--- config.mk ---
export PLATFORM = sky130hd
export DESIGN_NAME = deb_multi
export DESIGN_NICKNAME = d
export VERILOG_FILES = /design/src/rtl/deb_pkg.sv /design/src/rtl/deb_ch.sv /design/src/rtl/deb_multi.sv
export SDC_FILE = /design/constraint.sdc
export NUM_CORES = 1
export LEC_CHECK = 0
export ABC_AREA = 1
export ABC_CLOCK_PERIOD_IN_PS = 1300
export BUFFER_PORTS_ARGS = -buffer_cell sky130_fd_sc_hd__buf_2
export CORE_UTILIZATION = 28
export DETAILED_ROUTE_END_ITERATION = 12
export PLACE_DENSITY = 0.53
export REMOVE_ABC_BUFFERS = 1
export SLEW_MARGIN = 20
export SYNTH_ARGS = -nofsm -noshare
export SYNTH_HDL_FRONTEND = slang
export SYNTH_SLANG_ARGS = --single-unit
--- constraint.sdc ---
create_clock -name clk -period 1.3 [get_ports clk]
set_input_delay 0.26 -clock clk [delete_from_list [all_inputs] [get_ports clk]]
set_output_delay 0.26 -clock clk [all_outputs]
set_load 0.005 [all_outputs]
--- src/rtl/deb_pkg.sv ---
// Shared defaults for the multi-channel debouncer (deb_multi / deb_ch).
package deb_pkg;
  localparam int         DEB_CHANNELS    = 4;
  localparam int         DEB_CNT_W       = 8;
  localparam logic       DEB_OUT_RST     = 1'b1;
  localparam logic [7:0] DEB_THR_DEFAULT = 8'hFF;
endpackage

--- src/rtl/deb_ch.sv ---
// Single-channel debouncer: 2-flop sync, saturating stability counter, registered rise/fall.
// A held input change reaches dout at edge thr+3; no backpressure. DEB_MULTI_TOGGLE_EN adds tgl.
module deb_ch
  import deb_pkg::*;
#(
  parameter int   CNT_W   = DEB_CNT_W,
  parameter logic OUT_RST = DEB_OUT_RST
) (
  input  logic             clk,
  input  logic             rst_n,
  input  logic             din,
  input  logic [CNT_W-1:0] thr,
  output logic             dout,
  output logic             rise,
  output logic             fall
`ifdef DEB_MULTI_TOGGLE_EN
  ,
  output logic             tgl
`endif
);
  logic             s0;
  logic             s1;
  logic [CNT_W-1:0] cnt;
  logic             chg;
  logic             dout_nxt;

  assign chg      = s0 ^ s1;
  // thr is compared live, so a mid-count change takes effect without restarting cnt
  assign dout_nxt = (cnt >= thr) ? s1 : dout;

  always_ff @(posedge clk or negedge rst_n) begin
    if (!rst_n) begin
      s0   <= 1'b0;
      s1   <= 1'b0;
      cnt  <= '0;
      dout <= OUT_RST;
      rise <= 1'b0;
      fall <= 1'b0;
    end else begin
      s0 <= din;
      s1 <= s0;
      if (chg)
        cnt <= '0;
      else if (cnt != {CNT_W{1'b1}})
        cnt <= cnt + CNT_W'(1);
      dout <= dout_nxt;
      rise <= ~dout & dout_nxt;
      fall <= dout & ~dout_nxt;
    end
  end

`ifdef DEB_MULTI_TOGGLE_EN
  // flips in the same cycle fall becomes visible
  always_ff @(posedge clk or negedge rst_n) begin
    if (!rst_n)
      tgl <= 1'b0;
    else if (dout & ~dout_nxt)
      tgl <= ~tgl;
  end
`endif
endmodule

--- src/rtl/deb_multi.sv ---
// CHANNELS independent debouncers sharing one runtime threshold; optional tgl via DEB_MULTI_TOGGLE_EN.
// Held input change visible on out/rise/fall at edge thr+3; no handshake, outputs valid every cycle.
module deb_multi
  import deb_pkg::*;
#(
  parameter int   CHANNELS = DEB_CHANNELS,
  parameter int   CNT_W    = DEB_CNT_W,
  parameter logic OUT_RST  = DEB_OUT_RST
) (
  input  logic                clk,
  input  logic                rst_n,
  input  logic [CHANNELS-1:0] in,
  input  logic [CNT_W-1:0]    thr,
  output logic [CHANNELS-1:0] out,
  output logic [CHANNELS-1:0] rise,
  output logic [CHANNELS-1:0] fall
`ifdef DEB_MULTI_TOGGLE_EN
  ,
  output logic [CHANNELS-1:0] tgl
`endif
);
  for (genvar i = 0; i < CHANNELS; i++) begin : g_ch
    deb_ch #(
      .CNT_W  (CNT_W),
      .OUT_RST(OUT_RST)
    ) u_ch (
      .clk  (clk),
      .rst_n(rst_n),
      .din  (in[i]),
      .thr  (thr),
      .dout (out[i]),
      .rise (rise[i]),
      .fall (fall[i])
`ifdef DEB_MULTI_TOGGLE_EN
      ,
      .tgl  (tgl[i])
`endif
    );
  end
endmodule

==> impl_metrics.tcl, run 1 <==
set metrics [dict create \
    power.internal_mw 3.027 \
    busiest_layer "met2" \
    place_ws_ps -269.3 \
    synthTopCellsByArea "dfrtp_1 37%, ha_1 14%, nand2_1 11%" \
    diodes 0 \
    place_inst 576 \
    synth_edf_count 0 \
    die_w_um 109.3 \
    worstSetupPathType "register to register" \
    powerDensity_nw_per_um2 929.8 \
    syn-cell-area_sq_um 3226 \
    drt-total-wl_um 7482 \
    critPathMaxFanout 3 \
    grt_pass1_wl_um 11870 \
    async_reset_ff_share_pct 100.0 \
    antenna_found_initial 0 \
    synth_top_area_share_pct 37.24 \
    grt_pass1_vias 2541 \
    grt_max_degree 53 \
    maxCapViolCount 0 \
    final_area_sq_um 4568 \
    crit_arrival_ps 1620 \
    cts.sinks 52 \
    cts_root_buf "clkbuf_16" \
    relSlewSlack_pct 78.86 \
    pwr-share-seq_pct 45.2 \
    grt-ovfl-total 0 \
    outcome "complete, but fails checks" \
    ctsHtreeMaxLevel 2 \
    grt_use_met1_pct 18.04 \
    num_vias 2744 \
    crit_required_ps 1520 \
    ys_seq_area_share_pct 40.50 \
    slowest_stage "dfrtp_1" \
    ir_worst_vdd_v 0.0005809 \
    routabilityCongestion 0.7836 \
    drtAntennaViolNets 0 \
    setup.worst_path.start_class "register" \
    wl_per_cell_um 12.25 \
    hpwl_um 5150 \
    violations "setup timing" \
    start_util_pct 29.24 \
    yosys_register_bits 52 \
    drive_above_1_share_pct 43.95 \
    combPwrFrac_pct 22.9 \
    yosysWarnings 0 \
    clk_pin_slew_ps 70 \
    gr-usage-all-layers_pct 12.83 \
    synth_top_cell_by_area "dfrtp_1" \
    rsz0062_at_grt "true" \
    synth_cell_type_count 37 \
    die-area_sq_um 11950 \
    cts_max_path_buffers 2 \
    worst_slack_ps -99.54 \
    synth.avg_cell_area_sq_um 8.422 \
    p_switching_mw 1.220 \
    max_freq_ghz 0.7145 \
    grt_util_met3_pct 2.253 \
    worstSetupEndpointType "register" \
    drtIter0Drc 78 \
    regArea_sq_um 1316 \
    ys.flop_type "dfrtp_1" \
    fillers 1118 \
    final_common_cell "nand2_1" \
    instances_no_fill 611 \
    clkLatencyLatePin_ps 290 \
    syn_inst 383 \
    rows 38 \
    fin_crit_sh_pct 107.7 \
    hold_violations 0 \
    fin_skew_ps 4.390 \
    cts_buffers 5 \
    die_h_um 109.3 \
    synthToLayoutAreaGrowth_pct 41.62 \
    holdWs_ps 72.08 \
    power.leakage_nw 2.343 \
    ioPinCount 26 \
    drc_errors 0 \
    crit_chain "ha_1 > nand2_1 > nor2_2 > nand4_1 > buf_4 > nand4_1 > nand2_1" \
    dr.pass1.iters 4 \
    place_area_sq_um 3749 \
    setup_tns_ps -688.3 \
    slowest_delay_ps 410 \
    worst-slew-pin-transition_ps 314.8 \
    finalCriticalPeriod_ps 1400 \
    layout_common_cells "74 x nand2_1, 58 x buf_4, 48 x inv_1" \
    use_met2_pct 20.08 \
    clockPowerShare_pct 32.0 \
    io_buffers 25 \
    design.core.area_sq_um 11030 \
    switching_share_pct 28.72 \
    slew_viol_final 0 \
    cts_tree "done" \
    setup_violations 18 \
    vias_per_cell 4.491 \
    fin_nets 520 \
    min_path_type "input port to register" \
    multi_input_area_sq_um 2039 \
]
## worst max-delay path, delay by kind of cell, from the launching register on
kind / cells / cell delay [ps]
fa+ha+maj: 1 / 280
flops: 1 / 410
buf+inv: 1 / 170
simple gates: 5 / 480
## cell usage after synthesis (3+ instances only)
library cell / number
a21oi_1: 15
a31oi_1: 5
buf_4: 12
dfrtp_1: 48
dfstp_2: 4
ha_1: 36
inv_1: 55
nand2_1: 94
nand3_1: 34
nand4_1: 3
nor2_1: 33
nor3_1: 4
o21a_1: 3
o21ai_0: 9
## metal layers
layer / up-vias / share of wire (%) / wire [um]
li1: 1408 / - / -
met1: 1286 / 48 / 3579
met2: 45 / 48 / 3595
met3: 5 / 3.2 / 240
met4: 0 / 0.88 / 66
met5: - / 0 / 0
## cells by family after synthesis
kind of cell	share of synthesized area, %
XOR/XNOR	2.677
AO/OA/AOI/OAI	8.262
adder cells (fa/ha/maj)	13.96
AND/OR/NAND/NOR	25.29
buffers and inverters	9.310
flip-flops	40.50
## state kept, by name, indices dropped and copies added (netlist names)
signal and flops:
g_ch.u_ch.cnt 32, g_ch.u_ch.dout 4, g_ch.u_ch.fall 4, g_ch.u_ch.rise 4, g_ch.u_ch.s0 4, g_ch.u_ch.s1 4
## area by class of cell
| type | count | share of cell area, % |
|---|---|---|
| clock buffers | 8 | 3.205 |
| inverters | 56 | 4.656 |
| multi-input cells | 263 | 44.65 |
| flip-flops and latches | 52 | 28.81 |
| well taps | 140 | 3.835 |
| repair buffers | 92 | 14.85 |
## power by group through the flow
stage / registers, mW / clock network, mW / logic [mW]
2_1_floorplan: 1.88 / 0 / 0.393
3_3_place_gp: 1.90 / 0 / 0.660
3_5_place_dp: 1.91 / 0 / 0.683
4_1_cts: 1.89 / 1.39 / 0.780
5_1_grt: 1.94 / 1.44 / 1.10
6_report: 1.92 / 1.36 / 0.972
## path summary, 6_finish.rpt
| kind | startpoint | to | slack (ps) | cells past startpoint |
|---|---|---|---|---|
| min reg2reg | g_ch[0].u_ch.s0 | g_ch[0].u_ch.s1 | 400 | 0 |
| min in group asynchronous | rst_n | g_ch[1].u_ch.rise | 490 | 3 |
| max in group asynchronous | rst_n | g_ch[0].u_ch.dout | 510 | 3 |
| max reg2reg | g_ch[0].u_ch.cnt[4] | g_ch[0].u_ch.dout | -100 | 7 |
| max | g_ch[0].u_ch.cnt[4] | g_ch[0].u_ch.dout | -100 | 7 |
| min | in[1] | g_ch[1].u_ch.s0 | 70 | 1 |
## through the flow
stage	power, mW	utilization, %
after CTS	4.063	37.45
after detailed placement	2.589	33.98
after global placement	2.563	33.98
after global routing	4.479	41.41
final	4.247	41.41
after floorplan	2.277	-
## timing repair
action / 4_1_cts / 5_1_grt
setup buffers: 15 / 14
hold endpoints to repair: 48 / 0
resized for setup: 32 / 79
endpoints found under the setup margin: 28 / 42
pin swaps: 20 / 41
hold buffers: 1 / 0
Note: power is estimated with default switching activity, not from simulation.
==> run 2: changes to the inputs <==
Settings changed: SYNTH_HIERARCHICAL set to 1.
==> run 2 against run 1 <==
Wire length up 5.7%; largest power group unchanged; count of clock-buffer cells in the layout down 3; largest cell class unchanged; via count up 8.2%; setup slack better by 4.6 ps; critical path type unchanged; sequential share of layout area down 1.1 points; the flow still finishes with violations (setup timing); power up 3.7%; critical endpoint is now g_ch[1].u_ch/fall.
==> impl_metrics.tcl, run 2 <==
set metrics [dict create \
    die-area_sq_um 12140 \
    slew_viol_final 0 \
    antenna_found_initial 0 \
    fin_nets 553 \
    yosysWarnings 6 \
    drtAntennaViolNets 0 \
    synth_top_cell_by_area "dfrtp_1" \
    instances_no_fill 647 \
    power.leakage_nw 2.561 \
    yosysMostFrequentCell "nand2_1" \
    rows 39 \
    async_reset_ff_share_pct 100.0 \
    ys_seq_area_share_pct 39.85 \
    yosys_register_bits 52 \
    drt-total-wl_um 7908 \
    critPathMaxFanout 3 \
    clk_pin_slew_ps 70 \
    gr-usage-all-layers_pct 13.69 \
    crit_required_ps 1520 \
    relSlewSlack_pct 76.20 \
    start_util_pct 28.71 \
    powerDensity_nw_per_um2 930.6 \
    num_vias 2968 \
    max_freq_ghz 0.7169 \
    drtIter0Drc 59 \
    ys.flop_type "dfrtp_1" \
    min_path_type "input port to register" \
    drive_above_1_share_pct 40.08 \
    holdWs_ps 64.71 \
    setup.worst_path.start_class "register" \
    dr.pass1.iters 4 \
    design.core.area_sq_um 11420 \
    grt_pass1_vias 2916 \
    synth_top_area_share_pct 36.64 \
    maxCapViolCount 0 \
    syn_inst 412 \
    cts_tree "done" \
    synthTopCellsByArea "dfrtp_1 37%, ha_1 14%, nand2_1 13%" \
    synth.cells.most_frequent "112 x nand2_1, 60 x inv_1, 48 x dfrtp_1" \
    clkLatencyLatePin_ps 290 \
    worst_slack_ps -94.90 \
    hpwl_um 5450 \
    die_h_um 110.2 \
    cts_max_path_buffers 2 \
    io_buffers 25 \
    cts_root_buf "clkbuf_16" \
    fin_skew_ps 8.529 \
    routabilityCongestion 0.8171 \
    fin_crit_sh_pct 107.3 \
    diodes 0 \
    layout_common_cells "91 x nand2_1, 59 x buf_4, 58 x inv_1" \
    syn-cell-area_sq_um 3278 \
    hold_violations 0 \
    die_w_um 110.2 \
    synth_cell_type_count 21 \
    synth.avg_cell_area_sq_um 7.957 \
    final_common_cell "nand2_1" \
    setup_violations 22 \
    cts_buffers 5 \
    ioPinCount 26 \
    grt_pass1_wl_um 12920 \
    utilization_pct 41.46 \
    worstSetupPathType "register to register" \
    wl_per_cell_um 12.22 \
    outcome "complete, but fails checks" \
    synthToLayoutAreaGrowth_pct 44.43 \
    crit_arrival_ps 1620 \
    ir_worst_vdd_v 0.0005548 \
    grt-ovfl-total 0 \
    fillers 1151 \
    power_mw 4.406 \
    largest_register_ffs 32 \
    ctsHtreeMaxLevel 2 \
    rsz0062_at_grt "true" \
    synth_edf_count 0 \
    place_inst 627 \
    worstSetupEndpointType "register" \
    vias_per_cell 4.587 \
    cts.sinks 52 \
    top_register "g_ch.u_ch/cnt" \
    grt_max_degree 37 \
    finalCriticalPeriod_ps 1395 \
    violations "setup timing" \
    setup_tns_ps -820.7 \
    drc_errors 0 \
    worst-slew-pin-transition_ps 355.8 \
]
run 2: worst paths after layout:
path,startpoint,end,slack (ps),depth (start not counted)
min reg2reg,g_ch[2].u_ch/s0,g_ch[2].u_ch/s1,390,0
max reg2reg,g_ch[1].u_ch/cnt[5],g_ch[1].u_ch/fall,-90,7
max,g_ch[1].u_ch/cnt[5],g_ch[1].u_ch/fall,-90,7
max in group asynchronous,rst_n,g_ch[2].u_ch/dout,550,3
min in group asynchronous,rst_n,g_ch[1].u_ch/cnt[1],480,3
min,in[3],g_ch[3].u_ch/s0,60,1
run 2: cell families after synthesis:
group           after synthesis  share of synthesized area (%)
buf+inv                      76                          8.855
simple gates                220                          32.21
flops                        52                          39.85
compound gates               24                          4.275
fa+ha+maj                    36                          13.74
xor+xnor                      4                          1.069
run 2: stage by stage:
stage	cell area, sq um	setup slack, ps
floorplan	3258	-32.79
global placement	3958	-187.1
detailed placement	3958	-207.4
CTS	4388	-93.06
global route	4735	-182.4
finish	4735	-94.90
run 2: power by group:
group / leakage [nW] / switching [mW] / internal, mW
Sequential: 0.678 / 0.133 / 1.77
Clock: 0.0798 / 0.615 / 0.906
Combinational: 1.80 / 0.506 / 0.474
Total: 2.56 / 1.25 / 3.15
run 2: final cells by class:
type | instances | area, sq um | share of cell area, %
multi-input cells | 284 | 2183 | 46.12
flip-flops and latches | 52 | 1311 | 27.70
well taps | 143 | 178.9 | 3.779
repair buffers | 88 | 620.6 | 13.11
clock inverters | 3 | 42.54 | 0.8985
inverters | 72 | 272.8 | 5.761
clock buffers | 5 | 125.1 | 2.643
run 2: metal layers:
layer  GRT usage [%]  up-vias  part of all wire, %
li1                -     1514                    -
met1           16.09     1434                   44
met2           25.40       14                   54
met3           2.763        6                  1.7
met4           3.195        0                 0.80
met5               0        -                    0
run 2: what timing repair did:
action,4_1_cts,5_1_grt
endpoints found under the setup margin,41,44
hold endpoints to repair,48,0
pin swaps,43,34
hold buffers,1,0
resized for setup,34,60
buffers inserted,8,4
run 2: critical path: stages (launching register included):
cell	delay, ps
dfrtp_1	420
ha_4	310
nand2_4	50
nor2_4	130
nand4_1	160
nand3_2	130
nand2_1	50
nor2_1	80
